<file path="config.mk">
export PLATFORM = sky130hd
export DESIGN_NAME = add_serial_param
export DESIGN_NICKNAME = d
export VERILOG_FILES = /design/src/rtl/add_serial_pkg.sv /design/src/rtl/add_serial_digit.sv /design/src/rtl/add_serial_param.sv
export SDC_FILE = /design/constraint.sdc
export NUM_CORES = 1
export LEC_CHECK = 0
export ABC_AREA = 0
export BUFFER_PORTS_ARGS = -buffer_cell sky130_fd_sc_hd__buf_2
export CORE_MARGIN = 2
export CORE_UTILIZATION = 55
export DETAILED_ROUTE_END_ITERATION = 8
export PLACE_DENSITY = 0.84
export SYNTH_ARGS = -nofsm -noshare
export SYNTH_HDL_FRONTEND = slang
export SYNTH_HIERARCHICAL = 1
export SYNTH_SLANG_ARGS = --single-unit
export TNS_END_PERCENT = 10
</file>
<file path="constraint.sdc">
create_clock -name clk -period 3.1 [get_ports clk]
set_input_delay 0.62 -clock clk [delete_from_list [all_inputs] [get_ports clk]]
set_output_delay 0.62 -clock clk [all_outputs]
set_load 0.05 [all_outputs]
</file>
<file path="src/rtl/add_serial_pkg.sv">
// add_serial_pkg: shared types and helpers for the parametrised serial
// adder/subtractor.
//   state_t  - FSM encoding (IDLE, DELAY, ADD, DONE), 2 bits
//   steps()  - number of ADD cycles for a WIDTH/DIGIT pair
//   cfg_ok() - parameter legality, checked at elaboration by the top
package add_serial_pkg;

    typedef enum logic [1:0] {
        IDLE  = 2'd0,
        DELAY = 2'd1,
        ADD   = 2'd2,
        DONE  = 2'd3
    } state_t;

    function automatic int steps(input int width, input int digit);
        return width / digit;
    endfunction

    // DIGIT must tile WIDTH exactly and the delay counter is only 4 bits.
    function automatic bit cfg_ok(input int width, input int digit, input int pre_delay);
        return (digit >= 1) && (digit <= width) && ((width % digit) == 0) &&
               (pre_delay >= 0) && (pre_delay <= 15);
    endfunction

endpackage

</file>
<file path="src/rtl/add_serial_digit.sv">
// add_serial_digit: combinational DIGIT-bit adder slice.
//   a, b  in  DIGIT  operand digits
//   cin   in  1      carry in
//   sum   out DIGIT  digit sum
//   cout  out 1      carry out of the digit
module add_serial_digit #(
    parameter int DIGIT = 1
) (
    input  logic [DIGIT-1:0] a,
    input  logic [DIGIT-1:0] b,
    input  logic             cin,
    output logic [DIGIT-1:0] sum,
    output logic             cout
);

    logic [DIGIT:0] s;

    assign s    = {1'b0, a} + {1'b0, b} + (DIGIT+1)'(cin);
    assign sum  = s[DIGIT-1:0];
    assign cout = s[DIGIT];

endmodule

</file>
<file path="src/rtl/add_serial_param.sv">
// add_serial_param: multi-cycle serial adder/subtractor, DIGIT bits per cycle.
//   clk, rst      clock (rising edge), async active-high reset
//   en            start strobe in IDLE, acknowledge strobe in DONE
//   sub           0 = a+b, 1 = a-b (sampled at load)
//   a, b          WIDTH-bit operands (XOR-masked at load)
//   ready/busy/done  state indications (IDLE / DELAY or ADD / DONE)
//   out           result, filled LSB digit first from the top
//   cout          final carry (subtract: 1 = no borrow)
//   ovf           two's-complement overflow of the result
module add_serial_param
    import add_serial_pkg::*;
#(
    parameter int               WIDTH     = 8,
    parameter int               DIGIT     = 1,
    parameter logic [WIDTH-1:0] A_MASK    = '0,
    parameter logic [WIDTH-1:0] B_MASK    = '0,
    parameter int               PRE_DELAY = 1
) (
    input  logic             clk,
    input  logic             rst,
    input  logic             en,
    input  logic             sub,
    input  logic [WIDTH-1:0] a,
    input  logic [WIDTH-1:0] b,
    output logic             ready,
    output logic             busy,
    output logic             done,
    output logic [WIDTH-1:0] out,
    output logic             cout,
    output logic             ovf
);

    localparam int STEPS = steps(WIDTH, DIGIT);
    localparam int CW    = $clog2(STEPS) + 1;
    localparam logic [CW-1:0] LAST_STEP = CW'(STEPS - 1);
    localparam logic [3:0]    DLY_LAST  = (PRE_DELAY > 0) ? 4'(PRE_DELAY - 1) : 4'd0;

    generate
        if (!cfg_ok(WIDTH, DIGIT, PRE_DELAY)) begin : g_bad_cfg
            $error("add_serial_param: illegal WIDTH/DIGIT/PRE_DELAY combination");
        end
    endgenerate

    state_t           state;
    logic [WIDTH-1:0] a_reg, b_reg, out_r;
    logic             carry;
    logic [CW-1:0]    count;
    logic [3:0]       dcnt;
    logic             sa, sb;
    logic             cout_r, ovf_r;

    logic [WIDTH-1:0] a_ld, b_eff;
    logic [DIGIT-1:0] d_sum;
    logic             d_cout;
    logic [WIDTH-1:0] out_next;

    assign a_ld  = a ^ A_MASK;
    // Subtract is a + ~b + 1: invert here, the +1 comes from carry <= sub.
    assign b_eff = (b ^ B_MASK) ^ {WIDTH{sub}};

    add_serial_digit #(.DIGIT(DIGIT)) u_digit (
        .a   (a_reg[DIGIT-1:0]),
        .b   (b_reg[DIGIT-1:0]),
        .cin (carry),
        .sum (d_sum),
        .cout(d_cout)
    );

    // New digit enters at the top; after STEPS shifts the first digit sits at the LSB.
    generate
        if (DIGIT == WIDTH) begin : g_full
            assign out_next = d_sum;
        end else begin : g_shift
            assign out_next = {d_sum, out_r[WIDTH-1:DIGIT]};
        end
    endgenerate

    always_ff @(posedge clk or posedge rst) begin
        if (rst) begin
            state  <= IDLE;
            a_reg  <= '0;
            b_reg  <= '0;
            out_r  <= '0;
            carry  <= 1'b0;
            count  <= '0;
            dcnt   <= '0;
            sa     <= 1'b0;
            sb     <= 1'b0;
            cout_r <= 1'b0;
            ovf_r  <= 1'b0;
        end else begin
            unique case (state)
                IDLE: begin
                    if (en) begin
                        a_reg  <= a_ld;
                        b_reg  <= b_eff;
                        carry  <= sub;
                        count  <= '0;
                        dcnt   <= '0;
                        out_r  <= '0;
                        cout_r <= 1'b0;
                        ovf_r  <= 1'b0;
                        sa     <= a_ld[WIDTH-1];
                        sb     <= b_eff[WIDTH-1];
                        state  <= (PRE_DELAY > 0) ? DELAY : ADD;
                    end
                end
                DELAY: begin
                    if (dcnt == DLY_LAST) begin
                        state <= ADD;
                    end else begin
                        dcnt <= dcnt + 4'd1;
                    end
                end
                ADD: begin
                    out_r <= out_next;
                    a_reg <= a_reg >> DIGIT;
                    b_reg <= b_reg >> DIGIT;
                    carry <= d_cout;
                    count <= count + CW'(1);
                    if (count == LAST_STEP) begin
                        cout_r <= d_cout;
                        // Same-sign operands producing an opposite-sign result.
                        ovf_r  <= (sa == sb) && (d_sum[DIGIT-1] != sa);
                        state  <= DONE;
                    end
                end
                DONE: begin
                    if (en) state <= IDLE;
                end
                default: state <= IDLE;
            endcase
        end
    end

    assign ready = (state == IDLE);
    assign busy  = (state == DELAY) || (state == ADD);
    assign done  = (state == DONE);
    assign out   = out_r;
    assign cout  = cout_r;
    assign ovf   = ovf_r;

endmodule

</file>
# Word-level counts from Yosys, hierarchy flattened

Cells that the tools add are included.

Register bits after elaboration: 39
Bits of input ports: 20
Output and inout port bits: 13
Word-level logic and storage cells: 60

Add/subtract/negate cells: 4
Equality and inequality tests: 11
Multiplexer cells: 22
Bitwise gates (word level): 1
Reduce and logical (&&, ||, !) cells: 11

Operators with widths:

| kind                                           | number |
|---|---|
| one-hot mux 8 bit (2 select lines)             | 3 |
| two-way mux 8 bit                              | 3 |
| one-hot mux 4 bit (2 select lines)             | 2 |
| inequality test 2 bit (second input constant)  | 5 |
| adder 4 x 1 -> 4 bit (second input constant)   | 2 |
| two-way mux 2 bit                              | 4 |
| two-way mux 4 bit                              | 2 |
| one-hot mux 2 bit (4 select lines)             | 1 |
| XOR 8 bit                                      | 1 |
| one-hot mux 1 bit (2 select lines)             | 3 |
| AND reduction 3 bit                            | 2 |
| == test 2 bit (second input constant)          | 2 |
| == test 4 x 3 -> 1 bit (second input constant) | 1 |
| logical NOT 4 bit                              | 1 |
| two-way mux 1 bit                              | 4 |
| AND reduction 2 bit                            | 2 |
| AND reduction 4 bit                            | 1 |
| nonzero test 2 bit                             | 2 |
| adder 1 x 1 -> 2 bit                           | 1 |
| adder 2 x 1 -> 2 bit                           | 1 |
| == test 2 x 1 -> 1 bit (second input constant) | 1 |
| logical NOT 2 bit                              | 1 |
| == test 1 bit                                  | 1 |
| logical AND 1 bit                              | 1 |
| other kinds (2)                                | 2 |

# Longest topological paths before layout

Gate-level depths: netlist (run 1).

Word-level depth: 6
Mapped depth: 7
Depth with buffers taken out: 5

# Modules after synthesis

The synthesis (run 1) kept the hierarchy.

Modules (own cells, without submodules):

| module           | instances | cells an instance | area an instance (sq um) | seq. area each (sq um) |
|---|---|---|---|---|
| add_serial_param | 1         | 210               | 2140.8                   | 975.9 |
| add_serial_digit | 1         | 1                 | 20.0                     | 0.0 |

# Worst setup path before layout (run 1)

Ideal clock, no wire load.

Path type: register -> register
Start: register state[0]
End: register count[0]
Library setup time: 0.095 ns
Arrival: 1.975 ns
Required time: 3.005 ns
Setup slack: 1.030 ns
Cell stages (with the launch flop): 7
Path buffers: 1
Period minus slack after synthesis: 2.070 ns
Cell sequence: dfrtp_1 -> inv_1 -> ha_1 -> mux2i_1 -> clkbuf_1 -> nand2_1 -> o31ai_1

Word-level cells in the longest chain between the ends: 3
Elaborated cells between the ends (all ways): 6
Classes of those cells: 2 x eq/ne; 1 x mux; 3 x reduce/logical

Ends and longest elaborated chain:

| element                                                               | line                    | text |
|---|---|---|
| start, declared                                                       | add_serial_param.sv:44  | `state_t state;` |
| start signal, assigned                                                | add_serial_param.sv:105 | `state <= (PRE_DELAY > 0) ? DELAY : ADD;` |
| logical NOT 2 bit *                                                   | n/a                     |  |
| named net ready                                                       | add_serial_param.sv:25  | `output logic ready,` |
| inequality test 2 bit (no line) or nonzero test 2 bit (tied branches) | n/a                     |  |
| AND reduction 2 bit (no line)                                         | n/a                     |  |
| end signal, assigned                                                  | add_serial_param.sv:120 | `count <= count + CW'(1);` |
| end, declared                                                         | add_serial_param.sv:47  | `logic [CW-1:0] count;` |

Mark *: on every way through the listed nets, which the timed path passes. The rest lies on a longest branch.
A chain may end at the register's enable or synchronous reset.

# Final worst setup path (run 1)

Start: register state[0]
End: output ready

Word-level cells in the longest chain between the ends: 1

Ends and longest elaborated chain:

| element           | line                    | text |
|---|---|---|
| logical NOT 2 bit | add_serial_param.sv:136 | `assign ready = (state == IDLE);` |
| end, declared     | add_serial_param.sv:25  |  |

Every way passes these cells.

==> flow_metrics.tcl, run 1 <==
set metrics [dict create \
    outcome "finished clean" \
    synth_area_leader_cell "dfrtp_1" \
    clock_skew_ns 0.00664 \
    cts_root_buf "clkbuf_8" \
    grtUsageMet1_pct 26.2 \
    clock_sinks 39 \
    cts_made_buffers 5 \
    fin_util_pct 67.5 \
    setup_viol 0 \
    syn_inst 211 \
    crit_type "flip-flop to output port" \
    grt_usage_pct 21.7 \
    htree_levels 2 \
    grt_pass1_vias 1664 \
    p_clk_share_pct 18.1 \
    grt_pass1_wl_um 7250 \
    maxCapViolations 0 \
    start_util_pct 58.1 \
    rrSetupSlack_ns 0.87 \
    tightest_slew_ns 0.876 \
    critical_path.max_fanout 12 \
    cts_resized 0 \
    die_h_um 66.7 \
    antenna_cells 0 \
    grt_use_met2_pct 36.9 \
    rows 22 \
    syn_area_um2 2160 \
    syn_area_per_cell_um2 10.2 \
    period_minus_slack_ns 2.24 \
    drt_pre_antenna_iters 4 \
    nets 273 \
    grt.busiest_layer "met2" \
    p_per_area_nw_per_um2 1100 \
    synth_area_leaders "dfrtp_1 (45%), mux2i_1 (11%), o21ai_1 (5.3%)" \
    synth_top_flop_cell "dfrtp_1" \
    ys_seq_area_share_pct 45.2 \
    avgViaCountPerCell 5.78 \
    drive_above_1_share_pct 20.0 \
    yosys_warnings 6 \
    required_ns 2.48 \
    p_int_uw 1550 \
    rsz0062_at_grt "no" \
    io_pins 33 \
    synth_edf_count 0 \
    ys_ff_latch 39 \
    ir_drop_v 0.000442 \
    grt.overflow.total 0 \
    port_buffers 32 \
    grt_max_degree 37 \
    fin_crit_sh_pct 72.2 \
    antenna_found_initial 0 \
    netSwitchingPower_uw 1210 \
    r2r-end "dcnt[0]$_DFFE_PP0P_" \
    gp_congestion 0.803 \
    ctsHoldBuffers 0 \
    syn_to_final_growth_pct 16.2 \
    async_flop_share_pct 100 \
    finalNonFillerCells 293 \
    die_area_um2 4450 \
    synth_nets 240 \
    r2r_cells 5 \
    routed-via-count 1693 \
    end_kind "output port" \
    fp.dieW_um 66.7 \
    cts_tree "done" \
    wl_um 4490 \
    r2r_start "state[0]$_DFFE_PP0P_" \
    dpl.hpwl_um 3240 \
    clock_latency_ns 0.29 \
    slew_violations 0 \
    cts_setup_buffers 0 \
    ys_types 42 \
    synth_top_area_share_pct 45.2 \
    met3_usage_pct 4.05 \
    finalHoldWorstSlack_ns 0.495 \
    relSlewSlack_pct 41.5 \
    synth.most_common_cell "dfrtp_1" \
    dp.cells 285 \
    synth_commonest_cells "dfrtp_1 (39), mux2i_1 (24), nand2_1 (23), o21ai_1 (23), inv_1 (9)" \
    seq_power_share_pct 31.3 \
    p_leak_uw 0.00122 \
    switching_share_pct 43.8 \
    clock.fmax_mhz 447 \
    wire_per_inst_um 15.3 \
    clockBufferDepth 2 \
    arrival_ns 1.62 \
    drtAntennaViolNets 0 \
    hold_class "input port to asynchronous set/reset pin" \
    path_clk_slew_ns 0.08 \
    p_comb_share_pct 50.6 \
    drc 0 \
    finalHoldViolations 0 \
    finalSetupTns_ns 0 \
    core_area_um2 3720 \
    drt_iter0_drc 107 \
    cp-start-kind "flip-flop" \
]
stage by stage:
| stage | area, µm² | total power, µW | setup WS (ns) |
|---|---|---|---|
| 3_5_place_dp | 2380 | 2250 | 0.956 |
| 5_1_grt | 2510 | 2940 | 0.689 |
| 4_1_cts | 2510 | 2750 | 0.873 |
| 3_3_place_gp | 2380 | 2190 | 1.07 |
| 6_report | 2510 | 2760 | 0.863 |
| 2_1_floorplan | 2160 | 1940 | 1.03 |
cells by family after synthesis:
group / share of synthesized area (%)
AND/OR/NAND/NOR: 12.9
multiplexers: 11.8
XOR/XNOR: 3.24
flip-flops: 45.2
buffers and inverters: 4.17
AO/OA/AOI/OAI: 17.1
adder cells (fa/ha/maj): 5.56
worst max-delay path: stages, from the launching register on:
cell,delay [ns]
dfrtp_1,0.41
inv_1,0.13
ha_1,0.44
buf_2,0.35
cell usage in the layout, fill, tap and decap left out, types with 2 or more instances in the layout:
cell type	count
dfrtp_1	39
buf_2	32
mux2i_1	23
nand2_1	23
o21ai_1	23
inv_1	9
ha_1	8
xor2_1	7
a22oi_1	7
buf_4	6
clkbuf_8	5
nor2b_1	4
nand2b_1	4
nand3b_1	3
nor2_1	3
nor3_1	3
a32o_1	3
o21ai_0	3
nor3b_1	3
o22ai_1	3
or3b_1	2
a2111oi_0	2
a21oi_1	2
o31ai_1	2
and2_1	2
a211o_1	2
nand3_1	2
a22o_1	2
bufinv_16	2
how the worst max path moves through the flow:
stage	start	end	slack (ns)
after floorplan	state[0]$_DFFE_PP0P_	count[0]$_DFFE_PP0P_	1.03
final	state[0]$_DFFE_PP0P_	ready	0.86
after global routing	state[0]$_DFFE_PP0P_	dcnt[0]$_DFFE_PP0P_	0.69
after CTS	state[0]$_DFFE_PP0P_	ready	0.87
after detailed placement	state[0]$_DFFE_PP0P_	dcnt[1]$_DFFE_PP0P_	0.96
after global placement	state[0]$_DFFE_PP0P_	dcnt[1]$_DFFE_PP0P_	1.07
layer usage:
| metal | routed length [µm] | vias up |
|---|---|---|
| met1 | 2030 | 804 |
| met3 | 215 | 11 |
| met2 | 2130 | 57 |
| met5 | 0 | - |
| li1 | - | 821 |
| met4 | 119 | 0 |
power groups by stage:
stage               Sequential, µW  Combinational (µW)  Clock [µW]
floorplan                      953                 983           0
global placement               854                1340           0
detailed placement             867                1380           0
CTS                            858                1390         506
global route                   883                1530         530
finish                         861                1400         499
area by class of cell:
class	instances	area, µm²
Timing Repair Buffer	38	205
Tap cell	48	60.1
Clock buffer	6	72.6
Inverter	10	37.5
Sequential cell	39	976
Clock inverter	2	60.1
Multi-Input combinational cell	150	1100
Fill cell	291	1210
Power figures use the tool's default switching activity.
==> run 2, diff against run 1 <==
==> constraint.sdc (replaced) <==
create_clock -name clk -period 2.3 [get_ports clk]
set_input_delay 0.46 -clock clk [delete_from_list [all_inputs] [get_ports clk]]
set_output_delay 0.46 -clock clk [all_outputs]
set_load 0.05 [all_outputs]
==> run 2 against run 1 <==
  * Total power increased by 27%
  * Cell count increased by 0.68%
  * Wire length decreased by 5.8%
  * Non-clock buffer count increased by 2
  * Register-to-register slack got worse by 0.48 ns
  * Via count decreased by 1.7%
  * Hold slack got worse by 0.22 ns
  * Design area decreased by 0.95%
  * Clock skew about the same
  * Sequential power increased by 34%
==> flow_metrics.tcl, run 2 (synthesis gave the netlist of run 1 again) <==
set metrics [dict create \
    syn_to_final_growth_pct 15.1 \
    htree_levels 2 \
    startpoint "state[0]$_DFFE_PP0P_" \
    clock.fmax_mhz 473 \
    cts_tree "done" \
    start_util_pct 58.1 \
    clock_sinks 39 \
    finalNonFillerCells 295 \
    r2r_cells 6 \
    clock_skew_ns 0.00646 \
    final_area_um2 2490 \
    pre_cts_ws_ns 0.426 \
    drt_pre_antenna_iters 4 \
    critical_path.max_fanout 13 \
    period_minus_slack_ns 2.11 \
    nets 275 \
    routed-via-count 1664 \
    fillers 297 \
    ctsHoldBuffers 0 \
    setup_viol 0 \
    cts_made_buffers 5 \
    hold_class "input port to asynchronous set/reset pin" \
    drtAntennaViolNets 0 \
    path_clk_slew_ns 0.07 \
    drc 0 \
    required_ns 1.84 \
    slew_violations 0 \
    ir_drop_v 0.000644 \
    core_area_um2 3720 \
    antenna_found_initial 0 \
    crit_type "flip-flop to output port" \
    rrSetupSlack_ns 0.39 \
    dp.cells 287 \
    port_buffers 32 \
    maxCapViolations 0 \
    finalSetupTns_ns 0 \
    drive_above_1_share_pct 20.2 \
    end_kind "output port" \
    gp_congestion 0.763 \
    die_area_um2 4450 \
    p_leak_uw 0.00121 \
    finalHoldViolations 0 \
    grt_usage_pct 22.0 \
    placed_cell_area_um2 2400 \
    worst_slack_ns 0.187 \
    io_pins 33 \
    tightest_slew_ns 0.479 \
    clock_latency_ns 0.29 \
    arrival_ns 1.65 \
    layout_commonest_cell "dfrtp_1" \
    relSlewSlack_pct 68.0 \
    fp.dieW_um 66.7 \
    avgViaCountPerCell 5.64 \
    wire_per_inst_um 14.3 \
    rsz0062_at_grt "no" \
    layout_common_cells "dfrtp_1 (39), buf_2 (32), mux2i_1 (23), nand2_1 (23), o21ai_1 (23)" \
    r2r_start "state[0]$_DFFE_PP0P_" \
    outcome "finished clean" \
    grt_pass1_wl_um 7400 \
    grt_max_degree 40 \
    p_per_area_nw_per_um2 1400 \
    cts_resized 0 \
    wl_um 4230 \
    grt_pass1_vias 1608 \
    r2r-end "count[2]$_DFFE_PP0P_" \
    fin_crit_sh_pct 91.9 \
    rows 22 \
    grt.overflow.total 0 \
    die_h_um 66.7 \
    cp-start-kind "flip-flop" \
    cts_setup_buffers 0 \
    clockBufferDepth 2 \
    drt_iter0_drc 94 \
    cts_root_buf "clkbuf_8" \
    antenna_cells 0 \
    dpl.hpwl_um 3030 \
]
[run 2: cell count changes in the layout (fill, tap and decap cells not counted), sizes merged]
cell / change
buf: +2
bufinv: -2
clkbuf: +1
clkinv: +1
[run 2: how the worst max path moves through the flow]
stage | to | slack, ns
2_1_floorplan | count[0]$_DFFE_PP0P_ | 0.23
3_3_place_gp | a_reg[0]$_DFFE_PP0P_ | 0.44
3_5_place_dp | count[2]$_DFFE_PP0P_ | 0.43
4_1_cts | ready | 0.21
5_1_grt | ready | 0.1
6_report | ready | 0.19
[run 2: final cells by class]
type | count | area (µm²) | share of cell area [%]
flip-flops and latches | 39 | 976 | 39.3
clock buffers | 7 | 76.3 | 3.07
well taps | 48 | 60.1 | 2.42
inverters | 10 | 37.5 | 1.51
clock inverters | 1 | 5.00 | 0.201
repair buffers | 40 | 233 | 9.36
multi-input cells | 150 | 1100 | 44.2
[run 2: worst max-delay path: stages (launching register included)]
cell and delay, ns:
dfrtp_1 0.40, inv_1 0.13, ha_1 0.47, buf_2 0.35
[run 2: through the flow]
stage               hold slack (ns)  util [%]  total power [µW]
finish                        0.273      66.9              3490
global route                  0.319      66.9              3780
CTS                           0.304      66.9              3500
detailed placement            0.475      64.7              3050
global placement              0.470      64.7              3020
floorplan                     0.455         -              2610
[run 2: metal layers]
layer	vias to the layer above	track usage, %	part of all wire, %
li1	829	-	-
met1	789	29.4	46
met2	39	36.1	48
met3	7	3.89	4.1
met4	0	7.65	1.5
met5	-	0	0
[run 2: report_power, final]
group          switching [µW]  leakage (µW)  internal [µW]
Combinational            1150      0.000665            748
Sequential                200      0.000502            953
Clock                     227     0.0000422            213
==> run 3, diff against run 2 <==
--- a/config.mk
+++ b/config.mk
@@ -7,9 +7,10 @@
 export LEC_CHECK = 0
 export ABC_AREA = 0
 export BUFFER_PORTS_ARGS = -buffer_cell sky130_fd_sc_hd__buf_2
-export CORE_MARGIN = 2
+export CORE_MARGIN = 5
 export CORE_UTILIZATION = 55
 export DETAILED_ROUTE_END_ITERATION = 8
+export GPL_ROUTABILITY_DRIVEN = 0
 export PLACE_DENSITY = 0.84
 export SYNTH_ARGS = -nofsm -noshare
 export SYNTH_HDL_FRONTEND = slang
==> run 3 against run 2 <==
  * Die area grew 19%
  * Register-to-register slack got worse by 0.03 ns
  * Via count grew 1.0%
==> flow_metrics.tcl, run 3 (synthesis gave the netlist of run 1 again) <==
set metrics [dict create \
    outcome "finished clean" \
    end_kind "output port" \
    antenna_found_initial 0 \
    io_pins 33 \
    clockBufferDepth 2 \
    relSlewSlack_pct 67.1 \
    drive_above_1_share_pct 20.7 \
    ctsHoldBuffers 0 \
    clock_latency_ns 0.29 \
    grt_pass1_vias 1665 \
    cts_setup_buffers 0 \
    port_buffers 32 \
    nets 274 \
    routed-via-count 1681 \
    cts_made_buffers 5 \
    clock.fmax_mhz 469 \
    path_clk_slew_ns 0.07 \
    layout_commonest_cell "dfrtp_1" \
    r2r-end "count[2]$_DFFE_PP0P_" \
    dp.cells 286 \
    grt_max_degree 40 \
    rsz0062_at_grt "no" \
    drtAntennaViolNets 0 \
    dpl.hpwl_um 3160 \
    drt_iter0_drc 138 \
    grt.overflow.total 0 \
    hold_class "input port to asynchronous set/reset pin" \
    r2r_cells 6 \
    maxCapViolations 0 \
    placed_cell_area_um2 2400 \
    drt_pre_antenna_iters 4 \
    p_per_area_nw_per_um2 1410 \
    critical_path.max_fanout 14 \
    htree_levels 2 \
    r2r_start "state[0]$_DFFE_PP0P_" \
    start_util_pct 57.7 \
    syn_to_final_growth_pct 14.8 \
    grt_pass1_wl_um 7560 \
    grt_usage_pct 18.4 \
    cts_root_buf "clkbuf_8" \
    finalHoldViolations 0 \
    avgViaCountPerCell 5.72 \
    layout_common_cells "dfrtp_1 (39), buf_2 (32), mux2i_1 (23), nand2_1 (23), o21ai_1 (23)" \
    tightest_slew_ns 0.493 \
    cts_resized 0 \
    ir_drop_v 0.000664 \
    period_minus_slack_ns 2.13 \
    rows 22 \
    fin_crit_sh_pct 92.7 \
    final_area_um2 2480 \
    wl_um 4460 \
    required_ns 1.84 \
    clock_sinks 39 \
    cts_tree "done" \
    finalHoldWorstSlack_ns 0.271 \
    slew_violations 0 \
    setup_viol 0 \
    fp.dieW_um 72.7 \
    rrSetupSlack_ns 0.36 \
    die_area_um2 5280 \
    p_leak_uw 0.00121 \
    crit_type "flip-flop to output port" \
    antenna_cells 0 \
    wire_per_inst_um 15.2 \
    finalNonFillerCells 294 \
    clock_skew_ns 0.00353 \
    die_h_um 72.7 \
    finalSetupTns_ns 0 \
    core_area_um2 3740 \
    drc 0 \
    cp-start-kind "flip-flop" \
    arrival_ns 1.67 \
]
==> run 3: metrics by stage <==
step	total power, µW	util, %	setup WS, ns
2_1_floorplan	2610	-	0.230
3_3_place_gp	3000	64.0	0.454
3_5_place_dp	3060	64.0	0.391
4_1_cts	3520	66.3	0.173
5_1_grt	3780	66.3	0.0603
6_report	3510	66.3	0.167
==> run 3: routing by layer <==
layer / part of all wire, % / GRT usage, % / vias up
met4: 2.0 / 7.99 / 0
li1: - / - / 823
met2: 49 / 29.7 / 34
met3: 3.9 / 4.13 / 8
met1: 45 / 23.6 / 816
met5: 0 / 0 / -
==> run 3: how the worst max path moves through the flow <==
stage	start	end	slack (ns)	cells after the start
floorplan	state[0]$_DFFE_PP0P_	count[0]$_DFFE_PP0P_	0.23	6
global placement	state[0]$_DFFE_PP0P_	count[2]$_DFFE_PP0P_	0.45	6
detailed placement	state[0]$_DFFE_PP0P_	count[2]$_DFFE_PP0P_	0.39	6
CTS	state[0]$_DFFE_PP0P_	ready	0.17	3
global route	state[0]$_DFFE_PP0P_	ready	0.06	3
finish	state[0]$_DFFE_PP0P_	ready	0.17	3
==> run 3: cell type report <==
cell class | instances | area (µm²)
multi-input cells | 150 | 1100
inverters | 10 | 37.5
well taps | 48 | 60.1
repair buffers | 39 | 225
fillers | 306 | 1260
clock buffers | 5 | 68.8
flip-flops and latches | 39 | 976
clock inverters | 3 | 15.0
==> run 3: power by group <==
group | leakage [µW] | switching (µW) | internal, µW | total (µW)
Combinational | 0.000658 | 1170 | 730 | 1900
Sequential | 0.000502 | 206 | 953 | 1160
Clock | 0.0000477 | 235 | 207 | 443
Total | 0.00121 | 1610 | 1890 | 3510
==> run 3: worst max-delay path: stages (launching register included) <==
cell and delay (ns):
dfrtp_1 0.41, inv_1 0.13, ha_1 0.48, buf_2 0.36
